==> src/rtl/fp_cpu_pkg.sv <==
`default_nettype none
// ============================================================================
// Module   : fp_cpu_pkg
// Brief    : Shared FP CPU pipeline types and constants (PC width, bubble word,
//            IF/ID pipeline record).
// Revision : 1.0
// ============================================================================
package fp_cpu_pkg;

    localparam int          PC_WIDTH  = 8;
    localparam logic [31:0] NOP_INSTR = 32'h0000_0013;

    typedef struct packed {
        logic [31:0]         instr;
        logic [PC_WIDTH-1:0] pc;
        logic                valid;
    } if_id_t;

endpackage
`default_nettype wire

==> src/rtl/instruction_fetch_fp_if.sv <==
`default_nettype none
// ============================================================================
// Module   : instruction_fetch_fp_if
// Brief    : Control, instruction-memory and IF/ID signals of the fetch stage.
// Revision : 1.0
// ============================================================================
interface instruction_fetch_fp_if;
    import fp_cpu_pkg::*;

    logic                halt;
    logic                stall;
    logic                redirect_valid;
    logic [PC_WIDTH-1:0] redirect_target;
    logic                imem_rd_en;
    logic [PC_WIDTH-1:0] imem_addr;
    logic [31:0]         imem_rdata;
    logic [31:0]         instruction;
    logic [PC_WIDTH-1:0] instruction_pc;
    logic [PC_WIDTH-1:0] pc_plus4;
    logic                instruction_valid;

    modport master (
        input  halt, stall, redirect_valid, redirect_target, imem_rdata,
        output imem_rd_en, imem_addr, instruction, instruction_pc, pc_plus4,
               instruction_valid
    );

    modport slave (
        output halt, stall, redirect_valid, redirect_target, imem_rdata,
        input  imem_rd_en, imem_addr, instruction, instruction_pc, pc_plus4,
               instruction_valid
    );

endinterface
`default_nettype wire

==> src/rtl/fetch_skid_buffer.sv <==
`default_nettype none
// ============================================================================
// Module   : fetch_skid_buffer
// Brief    : One-entry IF/ID holding buffer with load, drain and flush.
// Revision : 1.0
// ============================================================================
module fetch_skid_buffer
    import fp_cpu_pkg::*;
(
    input  wire logic   clk,
    input  wire logic   reset,
    input  wire logic   load,
    input  wire logic   drain,
    input  wire logic   flush,
    input  wire if_id_t d,
    output if_id_t      q
);

    if_id_t r_entry;

    always_ff @(posedge clk) begin
        if (reset || flush) begin
            r_entry <= '0;
        end else if (load) begin
            r_entry <= d;
        end else if (drain) begin
            r_entry.valid <= 1'b0;
        end
    end

    assign q = r_entry;

endmodule
`default_nettype wire

==> src/rtl/instruction_fetch_fp.sv <==
`default_nettype none
// ============================================================================
// Module   : instruction_fetch_fp
// Brief    : Fetch stage: PC, 1-cycle imem request tracking, skid buffer and
//            IF/ID register with stall / redirect / halt handling.
// Revision : 1.0
// ============================================================================
module instruction_fetch_fp #(
    parameter int                  PC_WIDTH  = fp_cpu_pkg::PC_WIDTH,
    parameter logic [PC_WIDTH-1:0] RESET_PC  = '0,
    parameter logic [31:0]         NOP_INSTR = fp_cpu_pkg::NOP_INSTR
) (
    input  wire logic               clk,
    input  wire logic               reset,
    instruction_fetch_fp_if.master  fetch_if
);

    typedef fp_cpu_pkg::if_id_t if_id_t;

    localparam if_id_t c_bubble = '{instr: NOP_INSTR, pc: '0, valid: 1'b0};

    logic [PC_WIDTH-1:0] r_pc;
    logic [PC_WIDTH-1:0] r_req_pc;
    logic                r_inflight;
    if_id_t              r_if_id;

    logic                w_issue;
    logic                w_skid_load;
    logic                w_skid_drain;
    logic                w_skid_flush;
    if_id_t              w_skid_q;
    if_id_t              w_fetched;
    if_id_t              w_if_id_next;

    // Under stall a new request is only allowed when nothing is pending, so
    // the returning word always finds an empty skid.
    assign w_issue = !reset && !fetch_if.halt && !fetch_if.redirect_valid &&
                     (!fetch_if.stall || (!r_inflight && !w_skid_q.valid));

    assign w_fetched = '{instr: fetch_if.imem_rdata, pc: r_req_pc, valid: 1'b1};

    // Halt outranks redirect, so a pending word is parked even if redirect is high.
    assign w_skid_load  = !reset && r_inflight &&
                          (fetch_if.halt || (!fetch_if.redirect_valid && fetch_if.stall));
    assign w_skid_flush = !fetch_if.halt && fetch_if.redirect_valid;
    assign w_skid_drain = !fetch_if.halt && !fetch_if.redirect_valid && !fetch_if.stall;

    fetch_skid_buffer u_skid (
        .clk   (clk),
        .reset (reset),
        .load  (w_skid_load),
        .drain (w_skid_drain),
        .flush (w_skid_flush),
        .d     (w_fetched),
        .q     (w_skid_q)
    );

    always_comb begin
        w_if_id_next = r_if_id;
        if (!fetch_if.halt) begin
            if (fetch_if.redirect_valid) begin
                w_if_id_next = c_bubble;
            end else if (!fetch_if.stall) begin
                if (w_skid_q.valid) begin
                    w_if_id_next = w_skid_q;
                end else if (r_inflight) begin
                    w_if_id_next = w_fetched;
                end else begin
                    w_if_id_next = c_bubble;
                end
            end
        end
    end

    always_ff @(posedge clk) begin
        if (reset) begin
            r_pc       <= RESET_PC;
            r_req_pc   <= RESET_PC;
            r_inflight <= 1'b0;
            r_if_id    <= c_bubble;
        end else begin
            r_if_id    <= w_if_id_next;
            r_inflight <= w_issue;
            if (w_issue) begin
                r_pc     <= r_pc + PC_WIDTH'(4);
                r_req_pc <= r_pc;
            end else if (!fetch_if.halt && fetch_if.redirect_valid) begin
                r_pc <= {fetch_if.redirect_target[PC_WIDTH-1:2], 2'b00};
            end
        end
    end

    assign fetch_if.imem_rd_en        = w_issue;
    assign fetch_if.imem_addr         = r_pc;
    assign fetch_if.instruction       = r_if_id.instr;
    assign fetch_if.instruction_pc    = r_if_id.pc;
    assign fetch_if.instruction_valid = r_if_id.valid;
    assign fetch_if.pc_plus4          = r_if_id.pc + PC_WIDTH'(4);

endmodule
`default_nettype wire

==> src/flat_wrapper.sv <==
// flat-port wrapper written by rule: the top's interface ports become plain ports
module instruction_fetch_fp_flat 
#(
    parameter int                  PC_WIDTH  = fp_cpu_pkg::PC_WIDTH,
    parameter logic [PC_WIDTH-1:0] RESET_PC  = '0,
    parameter logic [31:0]         NOP_INSTR = fp_cpu_pkg::NOP_INSTR
)
  (clk, reset, fetch_if_halt, fetch_if_stall, fetch_if_redirect_valid, fetch_if_redirect_target, fetch_if_imem_rdata, fetch_if_imem_rd_en, fetch_if_imem_addr, fetch_if_instruction, fetch_if_instruction_pc, fetch_if_pc_plus4, fetch_if_instruction_valid);
  instruction_fetch_fp_if fetch_if_i ();
  input  wire logic clk;
  input  wire logic reset;
  input wire logic [$bits(fetch_if_i.halt)-1:0] fetch_if_halt;
  input wire logic [$bits(fetch_if_i.stall)-1:0] fetch_if_stall;
  input wire logic [$bits(fetch_if_i.redirect_valid)-1:0] fetch_if_redirect_valid;
  input wire logic [$bits(fetch_if_i.redirect_target)-1:0] fetch_if_redirect_target;
  input wire logic [$bits(fetch_if_i.imem_rdata)-1:0] fetch_if_imem_rdata;
  output wire logic [$bits(fetch_if_i.imem_rd_en)-1:0] fetch_if_imem_rd_en;
  output wire logic [$bits(fetch_if_i.imem_addr)-1:0] fetch_if_imem_addr;
  output wire logic [$bits(fetch_if_i.instruction)-1:0] fetch_if_instruction;
  output wire logic [$bits(fetch_if_i.instruction_pc)-1:0] fetch_if_instruction_pc;
  output wire logic [$bits(fetch_if_i.pc_plus4)-1:0] fetch_if_pc_plus4;
  output wire logic [$bits(fetch_if_i.instruction_valid)-1:0] fetch_if_instruction_valid;
  assign fetch_if_i.halt = fetch_if_halt;
  assign fetch_if_i.stall = fetch_if_stall;
  assign fetch_if_i.redirect_valid = fetch_if_redirect_valid;
  assign fetch_if_i.redirect_target = fetch_if_redirect_target;
  assign fetch_if_i.imem_rdata = fetch_if_imem_rdata;
  assign fetch_if_imem_rd_en = fetch_if_i.imem_rd_en;
  assign fetch_if_imem_addr = fetch_if_i.imem_addr;
  assign fetch_if_instruction = fetch_if_i.instruction;
  assign fetch_if_instruction_pc = fetch_if_i.instruction_pc;
  assign fetch_if_pc_plus4 = fetch_if_i.pc_plus4;
  assign fetch_if_instruction_valid = fetch_if_i.instruction_valid;
  instruction_fetch_fp #(.PC_WIDTH(PC_WIDTH), .RESET_PC(RESET_PC), .NOP_INSTR(NOP_INSTR)) u_core (.clk(clk), .reset(reset), .fetch_if(fetch_if_i));
endmodule
==> config.mk <==
export PLATFORM = sky130hd
export DESIGN_NAME = instruction_fetch_fp_flat
export DESIGN_NICKNAME = d
export VERILOG_FILES = /design/src/rtl/fp_cpu_pkg.sv /design/src/rtl/instruction_fetch_fp_if.sv /design/src/rtl/fetch_skid_buffer.sv /design/src/rtl/instruction_fetch_fp.sv /design/src/flat_wrapper.sv
export SDC_FILE = /design/constraint.sdc
export NUM_CORES = 1
export LEC_CHECK = 0
export CAP_MARGIN = 30
export CORE_AREA = 2 2 103 105
export CTS_BUF_LIST = sky130_fd_sc_hd__clkbuf_2 sky130_fd_sc_hd__clkbuf_4 sky130_fd_sc_hd__clkbuf_8
export DETAILED_ROUTE_END_ITERATION = 8
export DIE_AREA = 0 0 105 107
export PLACE_DENSITY_LB_ADDON = 0.12
export SLEW_MARGIN = 10
export SYNTH_ARGS = -nofsm -noshare
export SYNTH_HDL_FRONTEND = slang
export SYNTH_HIERARCHICAL = 1
export SYNTH_SLANG_ARGS = --single-unit
==> constraint.sdc <==
create_clock -name clk -period 2.2 [get_ports clk]
set_input_delay 0.44 -clock clk [delete_from_list [all_inputs] [get_ports clk]]
set_output_delay 0.44 -clock clk [all_outputs]
set_load 0.005 [all_outputs]
# == Word-level counts from Yosys, hierarchy flattened ==
# Index checks and enable logic that the tools add are counted.
# totals
ff_bits,99
inputBits,45
word_cells,43
# op_classes
n_addsub,2
n_eq_ne,1
n_mux,8
bitwise_logic,1
reduce_logical,22
# op_table
op,count
2-to-1 mux 41 bit,4
"adder 8 x 3 -> 8 bit, second input constant",2
2-to-1 mux 8 bit,2
logical AND 1 bit,10
zero test 1 bit,6
nonzero test 2 bit,2
logical OR 1 bit,3
2-to-1 mux 1 bit,2
"inequality test 2 x 1 -> 1 bit, second input constant",1
AND reduction 2 bit,1
NOT 1 bit,1

# == Logic depth before layout (Yosys ltp) ==
# logic_depth
ltp_word,5
mapped_depth,7

# == Cells and area by module ==
# Netlist, hierarchy kept.
# by_module_without_submodules
module,n_inst,cells_per_inst,area_each_um2,seq_area_each_um2
instruction_fetch_fp,1,294,2497.4,1081.0
fetch_skid_buffer,1,135,1460.2,820.8

# == Least setup slack after synthesis ==
# OpenSTA, ideal clock, no wires.
# synth_path
path_kind,in2reg
from,in fetch_if_redirect_valid
to,"reg u_core.u_skid.r_entry, in the netlist u_core/u_skid/q[0]"
setup_time_ps,70
arrival_time_ps,1466
slack_ps,665
path_stages,6
n_path_buf,1
path_cell_list,inv_2 a21oi_1 nor3b_1 buf_6 or3b_1 a21oi_1
# synth_via
elab_chain_len,5
# synth_rtl
item,line_no,source
"start, declared",flat_wrapper.sv:14,input wire logic [$bits(fetch_if_i.redirect_valid)-1:0] fetch_if_redirect_valid;
zero test 1 bit (*),instruction_fetch_fp.sv:44,(fetch_if.halt || (!fetch_if.redirect_valid && fetch_if.stall));
logical AND 1 bit (*),instruction_fetch_fp.sv:44,
logical OR 1 bit (*),instruction_fetch_fp.sv:44,
logical AND 1 bit (*),instruction_fetch_fp.sv:43,assign w_skid_load = !reset && r_inflight &&
named net u_core.w_skid_load,instruction_fetch_fp.sv:28,logic w_skid_load;
2-to-1 mux 1 bit or nonzero test 2 bit (tied branches),n/a,
"end, declared",fetch_skid_buffer.sv:19,if_id_t r_entry;
# Mark *: on every way through the listed nets, which the timed path passes. The rest lies on a longest branch.
# A chain may end at the register's enable or synchronous reset.

# == Worst setup path after layout ==
# layout_path
from,"reg u_core.r_if_id, in the netlist u_core/fetch_if.instruction_pc[4]"
to,out fetch_if_pc_plus4[7]
# layout_via
elab_chain_len,1
# layout_rtl
item,line_no,source
"start, declared",instruction_fetch_fp.sv:25,if_id_t r_if_id;
"start signal, assigned",instruction_fetch_fp.sv:80,r_if_id <= c_bubble;
"start signal, assigned",instruction_fetch_fp.sv:82,r_if_id <= w_if_id_next;
adder 8 x 3 -> 8 bit,instruction_fetch_fp.sv:98,assign fetch_if.pc_plus4 = r_if_id.pc + PC_WIDTH'(4);
"end, declared",flat_wrapper.sv:21,output wire logic [$bits(fetch_if_i.pc_plus4)-1:0] fetch_if_pc_plus4;
# No other way between the ends.

==> flow_summary_export.csv <==
group,metric,value,unit
critical_path,critPathArrivalTime,1660,ps
sta,slew_viol_final,0,
grt,antenna_found_initial,0,
yosys,synth_ff_type,"dfxtp_1",
clocking,htreeDepth,3,
clocking,numCtsBuffers,9,
placed_design,dp_hpwl,6.57,mm
sta,fin_worst_hold_slack,474,ps
finish,seq_area,0.00191,mm2
critical_path,crit_cells,4,
critical_path,cp-end-kind,"output pin",
sta,finalHoldViolations,0,
detailed_routing,firstDrtPassIters,4,
hold_path,hold_start,"u_core/fetch_if.instruction[30]",
grt,grt_max_degree,43,
yosys,ys_seq_area_share,48.1,%
sta,worst_clock_skew,10.4,ps
hold_path,holdCritPathClass,"reg2reg",
hold_path,min_delay_path_depth,2,
sta,rsz0062_at_grt,"false",
yosys,syn-mean-instance-area,9.23,um2
pwr,leakagePower,1.90,nW
yosys,netlist_top_cells_count,"95 x dfxtp_1, 77 x nor2_1, 40 x mux2i_1",
clocking,path_clk_slew,90,ps
critical_path,reg2reg_to,"u_core/fetch_if.instruction[25]",
critical_path,ff2ff_path_depth,5,
yosys,syn_inst,429,
die,core_area,0.0101,mm2
sta,slew_headroom,54.9,%
critical_path,ff2ff_setup_slack,500,ps
die,fp.dieArea,0.0112,mm2
sta,fin_tns_setup,0,ps
sta,fmax,476,MHz
run_status,status,"finished, final reports clean",
die,pin_count,103,
detailed_routing,drtIter0Drc,121,
yosys,yosysMostFrequentCell,"dfxtp_1",
detailed_routing,wl_per_cell,14.7,um
pwr,vdd_ir_drop_max,0.285,mV
critical_path,crit_type,"reg2out",
yosys,async_reset_ff_share,0,%
critical_path,worstSetupEndpoint,"fetch_if_pc_plus4[7]",
detailed_routing,postRouteAntennaNets,0,
yosys,syn_area,0.00396,mm2
critical_path,worstReg2RegStart,"u_core/r_inflight",
critical_path,critPathBufInv,1,
grt,first_global_vias,3248,
critical_path,cpMaxStageDelayCell,"clkdlybuf4s50_1",
die,start_util,39.2,%
grt,grt_pass1_wl,16.2,mm
detailed_routing,vias,3419,
sta,final-setup-viol-count,0,
clocking,cts_tree,"built",
clocking,cts_num_sinks,95,
critical_path,crit_family,"buffers and inverters",
critical_path,crit_path_max_incr_delay,510,ps
grt,grt_usage,17.9,%
sta,finalCritPeriodShare,95.5,%
sta,tightest_slew,674,ps
yosys,synth-edff-count,0,
run,maxCapViolations,0,
die,die_h,107,um
finish,nFillCells,1006,
yosys,yosysTopAreaCell,"dfxtp_1",
die,die_w,105,um
clocking,clockRootBuffer,"clkbuf_8",
critical_path,worstPathRequired,1760,ps
yosys,synth_top_area_share,48.1,%
yosys,ys_ff_latch,95,
finish,nNetsFinal,575,
clocking,cts_buffer_depth,2,
yosys,synth_cell_type_count,40,
critical_path,worstPathMaxFanout,6,
critical_path,startpoint,"u_core/fetch_if.instruction_pc[4]",
die,rows,37,
grt,grt_overflow,0,
finish,multi_input_area,0.00184,mm2
yosys,ys.warnings.count,6,
finish,diodes,0,
finish,area_growth,35.7,%
clocking,cts_setup_buffers,0,
sta,min_period,2100,ps
placed_design,port_buffers,98,
clocking,clk_latency,360,ps
detailed_routing,avgViaCountPerCell,5.11,
placed_design,routabilityCongestion,0.758,
finish,drive_gt1_share,10.7,%
detailed_routing,wl,9.83,mm
critical_path,crit_chain,"and3_1, nand3_1, xnor2_1, clkdlybuf4s50_1",
critical_path,crit_path_start_kind,"flop",
detailed_routing,drc,0,
yosys,synth_area_leaders,"dfxtp_1 48%, mux2i_1 10%, nor2_1 7.3%, a22oi_1 6.4%, a22o_1 6.2%",
pwr,p_per_area,611,mW/mm2
repair_timing:
action	in CTS	in global routing
pin swaps	0	1
endpoints found under the setup margin	2	3
resized for setup	3	6
cloned	0	0
hold buffers	0	0
through the flow:
step	setup slack, ps	total power (W)	utilization [%]	instances	instance area, um2
floorplan	665	0.00194	-	432	3970
CTS	0.367	0.00332	53.1	669	5360
global placement	-17.9	0.00211	50.8	652	5120
global route	15.8	0.00341	53.2	669	5370
finish	99.3	0.00328	53.2	669	5370
detailed placement	-94.4	0.00211	50.9	653	5140
worst min-delay path by stage:
stage	endpoint	slack, ps
floorplan	u_core/fetch_if.instruction_valid	450
global placement	u_core/fetch_if.instruction[30]	460
detailed placement	u_core/fetch_if.instruction[30]	460
CTS	u_core/fetch_if.instruction[30]	470
global route	u_core/fetch_if.instruction[30]	500
finish	u_core/fetch_if.instruction[30]	470
worst register-to-register path, delay by kind of cell (launching register included):
family                 cells  cell delay [ps]
AND/OR/NAND/NOR            2              730
flip-flops                 1              460
buffers and inverters      1              250
AO/OA/AOI/OAI              2              210
sequential cells by signal (all words and copies together) (netlist names):
name / flops
u_core/u_skid/q: 41
u_core/fetch_if.instruction: 32
u_core/fetch_if.instruction_pc: 8
u_core/fetch_if.imem_addr: 6
u_core/r_req_pc: 6
u_core/fetch_if.instruction_valid: 1
u_core/r_inflight: 1
routing by layer:
metal  vias up  share of wire (%)  GRT usage [%]
met4         0                1.2           6.29
met5         -                  0              0
met3        10                4.7           2.92
met2        91                 47           29.5
li1       1691                  -              -
met1      1627                 48           23.7
report_power, final:
part	switching, W	leakage [nW]	total, W	internal [W]
logic	0.000151	1.02	0.000311	0.000160
registers	0.0000194	0.771	0.00175	0.00174
clock network	0.000609	0.102	0.00121	0.000603
placed cells by master, fill, tap and decap left out, drive strengths merged, types with 3 or more instances in the layout:
cell           synthesis  routed
o211ai                 3       3
xnor2                  3       3
dfxtp                 95      95
buf                   30      27
conb                   2       5
nand2b                 5       5
o21ai                  9       9
or3                    3       3
o2bb2ai                3       3
a22o                  28      28
a31oi                  3       3
nand3                  7       7
a21oi                 13      13
a22oi                 34      34
o22ai                  3       3
nand4                  3       3
nor2                  78      78
mux2i                 40      40
clkbuf                 9      12
inv                    4       4
clkdlybuf4s50          0      95
nand2                 38      38
cells by family (layout without fill, tap and decap cells):
| kind of cell | Yosys count | in the layout | share of synthesized area, % |
|---|---|---|---|
| other | 2 | 5 | 0.190 |
| flip-flops | 95 | 95 | 48.1 |
| multiplexers | 40 | 40 | 10.1 |
| buffers and inverters | 43 | 144 | 6.20 |
| AND/OR/NAND/NOR | 141 | 141 | 15.0 |
| XOR/XNOR | 4 | 4 | 0.885 |
| adder cells (fa/ha/maj) | 2 | 2 | 0.632 |
| AO/OA/AOI/OAI | 102 | 102 | 18.9 |
area by class of cell:
| class | count | share of cell area, % |
|---|---|---|
| repair buffers | 124 | 22.7 |
| well taps | 136 | 3.17 |
| clock buffers | 12 | 2.96 |
| inverters | 4 | 0.280 |
| multi-input cells | 294 | 34.2 |
| flip-flops and latches | 95 | 35.7 |
| clock inverters | 4 | 1.00 |
Power figures use the tool's default switching activity.
